$ cat src/rtl/operand_fetch_unit.sv
// Operand fetch unit: loads one row of A or one column of B into the operand buffer
// over a single-outstanding req/gnt/rvalid memory port, stalling the controller meanwhile.
module operand_fetch_unit #(
    parameter int ROWS       = 8,
    parameter int K          = 9,
    parameter int COLS       = 10,
    parameter int DATA_WIDTH = 16,
    parameter int ADDR_WIDTH = 16,
    parameter int A_BASE     = 0,
    parameter int B_BASE     = 256
) (
    input  logic                      clk,
    input  logic                      rst_n,
    input  logic                      fetch_row,
    input  logic                      fetch_col,
    input  logic [$clog2(ROWS)-1:0]   row_idx,
    input  logic [$clog2(COLS)-1:0]   col_idx,
    output logic                      mem_req,
    output logic [ADDR_WIDTH-1:0]     mem_addr,
    input  logic                      mem_gnt,
    input  logic                      mem_rvalid,
    input  logic [DATA_WIDTH-1:0]     mem_rdata,
    output logic [K*DATA_WIDTH-1:0]   mem_buffer,
    output logic                      mem_stall,
    output logic                      buf_valid,
    output logic                      err
);

    localparam int CW = (K > 1) ? $clog2(K) : 1;
    localparam logic [CW-1:0] LAST = CW'(K - 1);

    typedef enum logic [1:0] {
        S_IDLE,
        S_REQ,
        S_WAIT,
        S_DONE
    } state_t;

    state_t                r_state;
    state_t                w_next;
    logic [ADDR_WIDTH-1:0] r_addr;
    logic [ADDR_WIDTH-1:0] r_stride;
    logic [CW-1:0]         r_cnt;
    logic [DATA_WIDTH-1:0] r_buf [K];
    logic                  r_err;

    logic                  w_any;
    logic                  w_row_ok;
    logic                  w_col_ok;
    logic                  w_legal;
    logic                  w_last;
    logic [ADDR_WIDTH-1:0] w_start;
    logic [ADDR_WIDTH-1:0] w_stride;

    assign w_any    = fetch_row | fetch_col;
    assign w_row_ok = 32'(row_idx) < ROWS;
    assign w_col_ok = 32'(col_idx) < COLS;
    assign w_legal  = (fetch_row ^ fetch_col) && (fetch_row ? w_row_ok : w_col_ok);
    assign w_last   = (r_cnt == LAST);

    // The only multiply: every later address is start + n*stride built incrementally.
    assign w_start  = fetch_row
                    ? ADDR_WIDTH'(A_BASE) + ADDR_WIDTH'(row_idx) * ADDR_WIDTH'(K)
                    : ADDR_WIDTH'(B_BASE) + ADDR_WIDTH'(col_idx);
    assign w_stride = fetch_row ? ADDR_WIDTH'(1) : ADDR_WIDTH'(COLS);

    assign mem_addr = r_addr;
    assign err      = r_err;

    always_comb begin
        w_next    = r_state;
        mem_req   = 1'b0;
        buf_valid = 1'b0;
        mem_stall = 1'b1;
        case (r_state)
            S_IDLE: begin
                mem_stall = w_legal;
                if (w_legal) w_next = S_REQ;
            end
            S_REQ: begin
                mem_req = 1'b1;
                if (mem_gnt) w_next = S_WAIT;
            end
            S_WAIT: begin
                if (mem_rvalid) w_next = w_last ? S_DONE : S_REQ;
            end
            S_DONE: begin
                buf_valid = 1'b1;
                w_next    = S_IDLE;
            end
            default: w_next = S_IDLE;
        endcase
    end

    always_ff @(posedge clk) begin
        if (!rst_n) begin
            r_state  <= S_IDLE;
            r_addr   <= '0;
            r_stride <= '0;
            r_cnt    <= '0;
            r_err    <= 1'b0;
            for (int unsigned i = 0; i < K; i++) r_buf[i] <= '0;
        end else begin
            r_state <= w_next;
            r_err   <= (r_state == S_IDLE) && w_any && !w_legal;
            if (r_state == S_IDLE && w_legal) begin
                r_addr   <= w_start;
                r_stride <= w_stride;
                r_cnt    <= '0;
            end
            if (r_state == S_WAIT && mem_rvalid) begin
                r_buf[r_cnt] <= mem_rdata;
                r_cnt        <= r_cnt + 1'b1;
                r_addr       <= r_addr + r_stride;
            end
        end
    end

    always_comb begin
        mem_buffer = '0;
        for (int unsigned i = 0; i < K; i++) mem_buffer[i*DATA_WIDTH +: DATA_WIDTH] = r_buf[i];
    end

endmodule

$ cat config.mk
export PLATFORM = sky130hd
export DESIGN_NAME = operand_fetch_unit
export DESIGN_NICKNAME = d
export VERILOG_FILES = /design/src/rtl/operand_fetch_unit.sv
export SDC_FILE = /design/constraint.sdc
export NUM_CORES = 1
export LEC_CHECK = 0
export ABC_AREA = 0
export CAP_MARGIN = 10
export CORE_ASPECT_RATIO = 1.4
export CORE_MARGIN = 10
export CORE_UTILIZATION = 40
export DETAILED_ROUTE_END_ITERATION = 10
export HOLD_SLACK_MARGIN = 0.1
export PLACE_DENSITY = 0.75
export SYNTH_ARGS = -nofsm -noshare
export SYNTH_HDL_FRONTEND = slang
export SYNTH_SLANG_ARGS = --single-unit
$ cat constraint.sdc
create_clock -name clk -period 6.6 [get_ports clk]
set_input_delay 0.99 -clock clk [delete_from_list [all_inputs] [get_ports clk]]
set_output_delay 0.99 -clock clk [all_outputs]
set_load 0.1 [all_outputs]
Word level (Yosys, flattened, before mapping)
Memories as Yosys holds them, arrays and structs flattened.
Cells that the tools add are included.
- flip-flop bits (word level): 39
- bits in latches: 0
- RAM bits: 144
- ROM bits: 0
- bits of input ports: 29
- output and inout port bits: 164
- word-level logic and storage cells: 52
- memories kept: 1
- memory list (memory ; depth ; width ; rd ports ; clocked after Yosys merged registers in ; wr ports ; RTL line ; source):
    r_buf ; 9 ; 16 ; 9 ; 0 ; 9 ; 44 ; logic [DATA_WIDTH-1:0] r_buf [K];
- add/sub/neg operators: 3
- multipliers: 1
- divide/modulo/power cells: 0
- $lt $le $gt $ge: 1
- eq/ne operators: 7
- shifts and indexed selects: 0
- multiplexer cells: 22
- bitwise operators: 2
- reduce and logical (&&, ||, !) cells: 10
- operator list (operator ; number):
    16-bit 2-to-1 mux ; 3
    16-bit adder ; 1
    4-bit 2-to-1 mux ; 4
    16-bit OR reduction ; 1
    9-bit by 4-bit adder with 10-bit output, first input constant ; 1
    10-bit 2-to-1 mux ; 1
    1-bit 2-to-1 mux ; 9
    2-bit 2-to-1 mux ; 4
    2-bit one-hot mux with 4 select lines ; 1
    3-bit by 4-bit multiplier with 7-bit output, second input constant ; 1
    2-bit != test, second input constant ; 3
    1-bit logical AND ; 5
    4-bit by 1-bit adder with 4-bit output, second input constant ; 1
    2-bit equality test, second input constant ; 2
    4-bit equality test, second input constant ; 1
    4-bit less-than comparator, second input constant ; 1
    3-bit AND reduction ; 1
    2-bit by 1-bit equality test with 1-bit output, second input constant ; 1
    2-bit zero test ; 1
    2-bit nonzero test ; 1
    1-bit zero test ; 1
    1-bit OR ; 1
    1-bit bitwise XOR ; 1

Logic depth before layout (Yosys ltp)
Gate-level depths: netlist of the first run.
- depth after elaboration: 7
- mapped depth: 7
- mapped depth without buffers: 7

Least setup slack after synthesis of the first run
Ideal clock, no wire load.
- kind: input to output
- from: input port fetch_row
- to: output port mem_stall
- arrival: 2.290 ns
- required time: 5.610 ns
- path slack: 3.320 ns
- stages on the path: 5
- buffers on the path: 1
- cell sequence: buf_2 > inv_1 > ha_1 > o21ai_0 > nand2_1
- longest elaborated chain between the ends: 3
- elaborated cells between the ends (all ways): 4
- classes of those cells: 2 x mux; 1 x bitwise; 1 x reduce/logical
- ends and longest elaborated chain (element ; RTL line ; source):
    start, declared ; 14 ; input logic fetch_row,
    1-bit bitwise XOR or 1-bit 2-to-1 mux (tied branches) ; 58 ; assign w_legal = (fetch_row ^ fetch_col) && (fetch_row ? w_row_ok : w_col_ok);
    1-bit logical AND * ; 58 ;
    1-bit 2-to-1 mux * ; 75 ; case (r_state)
    end, declared ; 24 ; output logic mem_stall,
Mark *: on every way between the ends. The rest lies on a longest branch, timed or not.

Final worst setup path of the first run
Same ends and word-level chain as after synthesis.

==> results of run 1 <==
## layout make-up
| type | instances | area share, % |
|---|---|---|
| clock buffer | 20 | 4.49 |
| clock inverter | 11 | 2.27 |
| inverter | 19 | 0.734 |
| multi-input combinational | 290 | 19.6 |
| sequential | 169 | 49.6 |
| tap | 236 | 3.04 |
| timing repair buffer | 198 | 20.2 |
## cell usage after synthesis, types with 2 or more instances
cell       number
nand2b_1        3
mux2i_1         6
nand3b_1        2
o21ai_0         8
or4_1           5
o41ai_1         2
o2111ai_1       3
and3b_2         2
buf_4           2
o22ai_1         2
ha_1            8
inv_1          18
nor2_1          6
a21oi_1        17
o311ai_0        6
and4_1          2
and2_1         18
clkbuf_2        2
nor4_1          2
buf_6           3
nand2_1        29
buf_1           2
nand4_1         3
buf_2           4
and3_1        130
nor4_4          2
a31oi_1         2
nor3_1          3
edfxtp_1      144
nand3_1         9
dfxtp_1        25
clkbuf_1       23
o32a_1          2
## worst max-delay path, stage by stage
cell             delay (ns)
clkdlybuf4s50_1        0.65
inv_1                  0.11
ha_1                   0.34
o21ai_0                0.12
nand2_1                0.09
clkdlybuf4s50_1        1.14
## power groups by stage
stage | clock [mW] | sequential, mW | combinational [mW]
CTS | 1.12 | 1.22 | 0.475
detailed placement | 0 | 1.24 | 0.474
finish | 1.11 | 1.21 | 0.473
global placement | 0 | 1.24 | 0.470
floorplan | 0 | 1.50 | 0.0759
global route | 1.16 | 1.22 | 0.486
## how the worst max path moves through the flow
stage / slack (ns) / to / depth (start not counted)
6_report: 2.18 / mem_stall / 6
5_1_grt: 2.08 / mem_stall / 6
4_1_cts: 2.18 / mem_stall / 6
3_5_place_dp: 2.19 / mem_stall / 6
3_3_place_gp: 2.19 / mem_stall / 6
2_1_floorplan: 3.32 / mem_stall / 5
## cell usage in the layout, fill, tap and decap left out, types with 7 or more instances in the layout
cell,Yosys,final
edfxtp_1,144,144
and3_1,130,130
clkbuf_16,0,17
o21ai_0,8,7
nand2_1,29,29
dfxtp_1,25,25
nand3_1,9,9
ha_1,8,8
inv_1,18,18
a21oi_1,17,17
and2_1,18,18
clkdlybuf4s50_1,0,192
## flip-flops by register name (all words and copies together) (netlist names)
name,count
mem_addr,16
r_state,2
r_stride,2
err,1
r_cnt,4
r_buf,144
## through the flow
step | cell area (µm²) | power (mW) | hold WS [ns]
2_1_floorplan | 7000 | 1.58 | 0.437
3_3_place_gp | 9060 | 1.71 | 0.452
3_5_place_dp | 9060 | 1.71 | 0.461
4_1_cts | 9720 | 2.81 | 0.470
5_1_grt | 9720 | 2.87 | 0.501
6_report | 9720 | 2.80 | 0.466
## kinds of logic (layout without fill, tap and decap cells)
kind of cell / Yosys count / after routing / synth area share, %
AO/OA/AOI/OAI: 51 / 51 / 4.94
multiplexers: 6 / 6 / 0.858
flip-flops: 169 / 169 / 68.9
buffers and inverters: 57 / 248 / 3.86
adder cells (fa/ha/maj): 9 / 9 / 1.72
AND/OR/NAND/NOR: 224 / 224 / 19.7
## routing by layer
metal,vias up,part of all wire [%],wire length [µm]
li1,2309,-,-
met1,2507,39,8040
met2,213,53,11000
met3,18,7.6,1580
met4,0,0.97,203
met5,-,0,0
==> results.toml, run 1 <==
[run_status]
outcome = "complete, no violations"

[clock_network]
cts_max_level = 4
cts_hold_repair.buffers = 0
cts_buffers = 17
ctsLongestPathBuffers = 2
cts_tree = "built"
post_cts_buffers = 0
cts.sinks = 169
cts_root_buf = "clkbuf_16"
cts-resized-gates = 0
clk_pin_slew_ns = 0.06
clk_latency_ns = 0.42

[setup_path]
rr_endpoint = "r_buf[7][10]$_SDFFCE_PN0P_"
start_kind = "input port"
r2r_start = "r_state[1]$_SDFFE_PN0P_"
arrival_ns = 3.43
cp-end-kind = "primary output"
cp-startpoint = "fetch_row"
crit_required_ns = 5.61
worstPathMaxFanout = 10
r2r_slack_ns = 3.97
reg2regPathDepth = 4
path_class = "in -> out"

[floorplan]
dieWidth_um = 132
pin_count = 193
floorplan.initialDensity_pct = 40.5
num_rows = 57
die_y_um = 177
fp.coreArea_mm2 = 0.0173
dieArea_mm2 = 0.0233

[timing]
min_period_ns = 4.42
hold_violations = 0
fmax_mhz = 226
rsz0062_at_grt = "no"
tightestPinTransition_ns = 1.17
fin_ws_ns = 2.18
setup_tns_ns = 0
slew_viol_final = 0
period_share_pct = 67.0
fin_skew_ns = 0.0133
finalSetupViolations = 0
maxSlewHeadroom_pct = 21.6

[yosys]
syn_inst = 516
synth_enable_flop_cells = 144
synth_top_area_share_pct = 61.8
yosys-top-cells-area = "edfxtp_1 (62%), and3_1 (12%), dfxtp_1 (7.2%), and2_1 (1.6%), nand2_1 (1.6%)"
syn_avg_cell_area_um2 = 13.6
ys.flop_type = "edfxtp_1"
ys_ff_latch = 169
yosysWarnings = 0
synth_cell_types = 54
seq_area_frac_synth_pct = 68.9
synthArstFlopShare_pct = 0
yosysTopAreaCell = "edfxtp_1"
syn_nets = 554
syn-cell-area_mm2 = 0.00700

[power_and_ir_drop]
irDropWorstVdd_uv = 137
share_comb_of_total_power_pct = 16.9
p_per_area_mw_per_mm2 = 288
p_leak_nw = 3.98
switching_share_pct = 28.5
p_sw_mw = 0.796
internal_power_mw = 2.00
clockPowerShare_pct = 39.6
seq_power_share_pct = 43.5

[min_path]
hp-class = "reg -> reg"
holdPathStages = 2
min_from = "r_stride[0]$_SDFFE_PN0P_"
whs_endpoint = "r_stride[0]$_SDFFE_PN0P_"

[grt]
busiest_layer = "met2"
grt_use_met2_pct = 31.2
antenna_found_initial = 0
grt-ovfl-total = 0
grt_max_degree = 69
use_met3_pct = 6.66
grt_pass1_wl_mm = 31.1
grt_pass1_vias = 5089
use_met1_pct = 18.9
grtUsageTotal_pct = 17.5

[cells_and_area]
drive_gt1_share_pct = 6.51
syn2layout_area_growth_pct = 38.9
antenna_cells = 0
final_nets = 733
fillers = 1440
seqCellArea_mm2 = 0.00482
multi_input_area_mm2 = 0.00190
final_util_pct = 56.3
layout.cells.non_filler = 943

[place]
hpwlAfterDp_mm = 14.4
place_congestion = 0.807
io_buffers = 192
place_ws_ns = 2.19
dpl.cell_count = 912

[routing]
post_drt_wl_per_cell_um = 22.1
drtAntennaViolNets = 0
wirelength_mm = 20.9
drt_pass1_iterations = 5
avgViaCountPerCell = 5.35
vias = 5047
first_iter_violations = 554
drc = 0

[run]
maxCapViolCount = 0
(Power assumes the default switching activity.)
==> run 2: changes to the inputs <==
- PLACE_DENSITY: 0.75 -> 0.78
- clock period: 6.6 -> 3.6 ns (I/O delays scaled with it)
==> run 2 against run 1 <==
Compared with the run above: clock power up 59%; utilization down 0.38 points; clock skew down 0.0059 ns; non-clock buffer count up 4; highest routed layer unchanged; count of clock-buffer cells in the layout down 2; critical endpoint is now buf_valid.
==> results.toml, run 2 (synthesis results as in run 1) <==
[place]
place_congestion = 0.840
io_buffers = 192
place_ws_ns = 0.653
hpwlAfterDp_mm = 14.8

[cells_and_area]
layout_common_cells = "clkdlybuf4s50_1 (190), edfxtp_1 (144), and3_1 (130)"
final_util_pct = 55.9
multi_input_area_mm2 = 0.00190
antenna_cells = 0
seqCellArea_mm2 = 0.00482
fillers = 1450
largest_reg_flops = 144
final_nets = 737
final_common_cell = "clkdlybuf4s50_1"
drive_gt1_share_pct = 7.72
syn2layout_area_growth_pct = 37.9
top_register = "r_buf"

[clock_network]
cts_buffers = 17
post_cts_buffers = 0
ctsLongestPathBuffers = 2
cts_root_buf = "clkbuf_16"
cts_hold_repair.buffers = 0
cts-resized-gates = 0
clk_pin_slew_ns = 0.07
cts.sinks = 169
cts_tree = "built"
cts_max_level = 4
clk_latency_ns = 0.41

[timing]
rsz0062_at_grt = "no"
hold_violations = 0
setup_tns_ns = 0
min_period_ns = 2.80
fmax_mhz = 358
fin_skew_ns = 0.00741
whs_ns = 0.471
fin_ws_ns = 0.804
tightestPinTransition_ns = 1.16
period_share_pct = 77.7
finalSetupViolations = 0
maxSlewHeadroom_pct = 22.5
slew_viol_final = 0

[routing]
drtAntennaViolNets = 0
avgViaCountPerCell = 5.32
top_layer = "met4"
first_iter_violations = 586
drc = 0
post_drt_wl_per_cell_um = 22.1
drt_pass1_iterations = 5
wl_met1_mm = 8.00
wirelength_mm = 20.9
vias = 5040
wl_met2_mm = 10.9
met3WireLength_mm = 1.51

[grt]
grt_max_degree = 44
grt_pass1_vias = 5206
grt_pass1_wl_mm = 31.5
grt-ovfl-total = 0
antenna_found_initial = 0
grtUsageTotal_pct = 17.6

[setup_path]
worstPathCellList = "and2_1, clkdlybuf4s50_1"
start_kind = "flip-flop"
worstPathMaxFanout = 8
slowest_stage = "clkdlybuf4s50_1"
slowest_delay_ns = 1.14
path_class = "reg -> out"
cp-end-kind = "primary output"
arrival_ns = 2.26
crit_required_ns = 3.06

[power_and_ir_drop]
switching_share_pct = 31.3
p_sw_mw = 1.52
share_comb_of_total_power_pct = 17.9
p_per_area_mw_per_mm2 = 503
p_leak_nw = 3.96
internal_power_mw = 3.33
irDropWorstVdd_uv = 265
seq_power_share_pct = 45.9
clockPowerShare_pct = 36.2

[floorplan]
num_rows = 57
die_y_um = 177
pin_count = 193
dieArea_mm2 = 0.0233
floorplan.initialDensity_pct = 40.5
dieWidth_um = 132
fp.coreArea_mm2 = 0.0173

[run]
maxCapViolCount = 0

[min_path]
hp-class = "reg -> reg"

[run_status]
outcome = "complete, no violations"
==> run 2: changes by cell type in the layout (fill, tap and decap cells not counted), sizes merged <==
cell,change
buf,+6
clkdlybuf4s50,-2
clkinvlp,+3
bufinv,-5
clkbuf,-2
inv,+6
clkinv,-1
==> run 2: final timing paths <==
kind	from	endpoint	slack, ns	depth (start not counted)
min	r_stride[0]$_SDFFE_PN0P_	r_stride[0]$_SDFFE_PN0P_	0.47	2
max	r_state[1]$_SDFFE_PN0P_	buf_valid	0.80	2
min reg2reg	r_stride[0]$_SDFFE_PN0P_	r_stride[0]$_SDFFE_PN0P_	0.47	2
max reg2reg	r_state[1]$_SDFFE_PN0P_	r_buf[6][3]$_SDFFCE_PN0P_	1.24	5
==> run 2: critical path, delay by kind of cell (launching register included) <==
family	cells	cell delay, ns
buf+inv	1	1.14
simple gates	1	0.19
flops	1	0.51
==> run 2: routing by layer <==
layer / vias up / track usage [%]
met2: 221 / 30.8
met1: 2471 / 19.6
met3: 35 / 5.77
li1: 2313 / -
met5: - / 0
met4: 0 / 6.78
==> run 2: final cells by class <==
class / instances / area share [%]
Sequential cell: 169 / 50.0
Timing Repair Buffer: 202 / 20.6
Multi-Input combinational cell: 290 / 19.7
Clock buffer: 18 / 4.45
Tap cell: 236 / 3.06
Clock inverter: 14 / 1.43
Inverter: 19 / 0.739
==> run 2: power by group through the flow <==
stage | registers [mW] | logic [mW] | clock network, mW
finish | 2.23 | 0.870 | 1.76
global route | 2.23 | 0.894 | 1.86
CTS | 2.23 | 0.873 | 1.77
detailed placement | 2.27 | 0.872 | 0
global placement | 2.27 | 0.862 | 0
floorplan | 2.75 | 0.139 | 0
==> run 2: through the flow <==
step	power (mW)	area, µm²	instances
detailed placement	3.14	9090	916
floorplan	2.89	7000	516
global route	4.99	9650	948
finish	4.85	9650	948
global placement	3.13	9090	916
CTS	4.87	9650	948
==> run 3: changes to the inputs <==
- clock period: 3.6 -> 2.4 ns (I/O delays scaled with it)
==> run 3 against run 2 <==
Compared with the run above: critical path depth grew 4; final cell count grew 1.6%; cell area shrank 1.7%; sequential power grew 50%; clock skew grew 0.0048 ns; critical endpoint is now mem_stall; highest routed layer unchanged.
==> results.toml, run 3 (synthesis results as in run 1) <==
[timing]
slew_viol_final = 0
fmax_mhz = 470
rsz0062_at_grt = "no"
fin_ws_ns = 0.272
tightestPinTransition_ns = 0.614
setup_tns_ns = 0
period_share_pct = 88.7
maxSlewHeadroom_pct = 58.9
fin_skew_ns = 0.0122
finalSetupViolations = 0
min_period_ns = 2.13
hold_violations = 0

[setup_path]
cp-startpoint = "fetch_row"
worstPathMaxFanout = 9
slowest_delay_ns = 0.42
r2r_slack_ns = 0.28
cp.depth = 6
slowest_stage = "clkdlybuf4s50_1"
crit_buf_inv = 3
crit_required_ns = 2.04
path_class = "in -> out"
crit_end = "mem_stall"
worstPathCellList = "clkdlybuf4s50_1, buf_4, nand2b_1, o21ai_0, nand2_1, buf_12"
reg2regPathDepth = 7
rr_endpoint = "mem_addr[14]$_SDFFE_PN0P_"
critical-path-top-delay-family = "buffers and inverters"
arrival_ns = 1.77
start_kind = "input port"
r2r_start = "mem_addr[0]$_SDFFE_PN0P_"
cp-end-kind = "primary output"

[routing]
wirelength_mm = 21.1
first_iter_violations = 442
drt_pass1_iterations = 7
drc = 0
drtAntennaViolNets = 0
post_drt_wl_per_cell_um = 21.9
avgViaCountPerCell = 5.26
vias = 5067

[cells_and_area]
antenna_cells = 0
layout_common_cells = "buf_4 (181), edfxtp_1 (144), and3_1 (130)"
top_register = "r_buf"
layout.cells.non_filler = 963
syn2layout_area_growth_pct = 35.6
final_util_pct = 55.0
fillers = 1472
largest_reg_flops = 144
final_nets = 753
final_common_cell = "buf_4"
drive_gt1_share_pct = 32.2

[power_and_ir_drop]
p_sw_mw = 2.25
p_leak_nw = 4.30
irDropWorstVdd_uv = 327
p_per_area_mw_per_mm2 = 772
seq_power_share_pct = 45.6
share_comb_of_total_power_pct = 17.9
clockPowerShare_pct = 36.4
internal_power_mw = 5.08
total_power_mw = 7.33
switching_share_pct = 30.7

[grt]
antenna_found_initial = 0
grt_max_degree = 49
grt_pass1_wl_mm = 31.1
grtUsageTotal_pct = 17.4
grt-ovfl-total = 0
grt_pass1_vias = 5258

[floorplan]
fp.coreArea_mm2 = 0.0173
die_y_um = 177
pin_count = 193
dieArea_mm2 = 0.0233
num_rows = 57
floorplan.initialDensity_pct = 40.5
dieWidth_um = 132

[min_path]
hp-class = "reg -> reg"
holdPathStages = 2
min_from = "r_stride[0]$_SDFFE_PN0P_"

[clock_network]
cts.sinks = 169
cts_buffers = 17
clk_pin_slew_ns = 0.06
post_cts_buffers = 0
ctsLongestPathBuffers = 2
cts_tree = "built"
cts-resized-gates = 0
cts_hold_repair.buffers = 0
clk_latency_ns = 0.43
cts_root_buf = "clkbuf_16"
cts_max_level = 4

[run]
maxCapViolCount = 0

[place]
place_ws_ns = 0.195
place_congestion = 0.859
hpwlAfterDp_mm = 15.2
dpl.cell_count = 932
io_buffers = 192

[run_status]
outcome = "complete, no violations"
==> run 3: layout make-up <==
type,instances,area (µm²),area share [%]
sequential,169,4830,50.9
multi-input combinational,290,1900,20.1
clock buffer,17,425,4.48
clock inverter,14,146,1.54
inverter,19,71.3,0.752
timing repair buffer,218,1820,19.2
tap,236,295,3.11
==> run 3: per-stage QoR <==
| stage | area, µm² | hold slack, ns |
|---|---|---|
| 6_report | 9490 | 0.465 |
| 5_1_grt | 9490 | 0.498 |
| 4_1_cts | 9490 | 0.467 |
| 3_5_place_dp | 8920 | 0.458 |
| 3_3_place_gp | 8920 | 0.456 |
| 2_1_floorplan | 7000 | 0.437 |
==> run 3: how the worst min path moves through the flow <==
stage	to	slack [ns]
3_3_place_gp	r_stride[0]$_SDFFE_PN0P_	0.46
2_1_floorplan	r_stride[0]$_SDFFE_PN0P_	0.44
4_1_cts	r_stride[0]$_SDFFE_PN0P_	0.47
6_report	r_stride[0]$_SDFFE_PN0P_	0.46
3_5_place_dp	r_stride[0]$_SDFFE_PN0P_	0.46
5_1_grt	r_stride[0]$_SDFFE_PN0P_	0.50
==> run 3: worst min-delay path, delay by kind of cell (launching register included) <==
kind	cells	cell delay [ns]
AO/OA/AOI/OAI	1	0.05
flip-flops	1	0.31
AND/OR/NAND/NOR	1	0.05
==> run 3: power by group through the flow <==
stage / logic [mW] / registers [mW] / clock network, mW
3_5_place_dp: 1.32 / 3.41 / 0
6_report: 1.31 / 3.35 / 2.67
5_1_grt: 1.35 / 3.35 / 2.83
2_1_floorplan: 0.209 / 4.13 / 0
3_3_place_gp: 1.30 / 3.41 / 0
4_1_cts: 1.32 / 3.35 / 2.71
==> run 3: layer usage <==
layer	share of wire (%)	GRT usage, %
met5	0	0
met4	2.2	7.02
met3	8.6	6.51
met2	52	31.1
met1	37	18.2
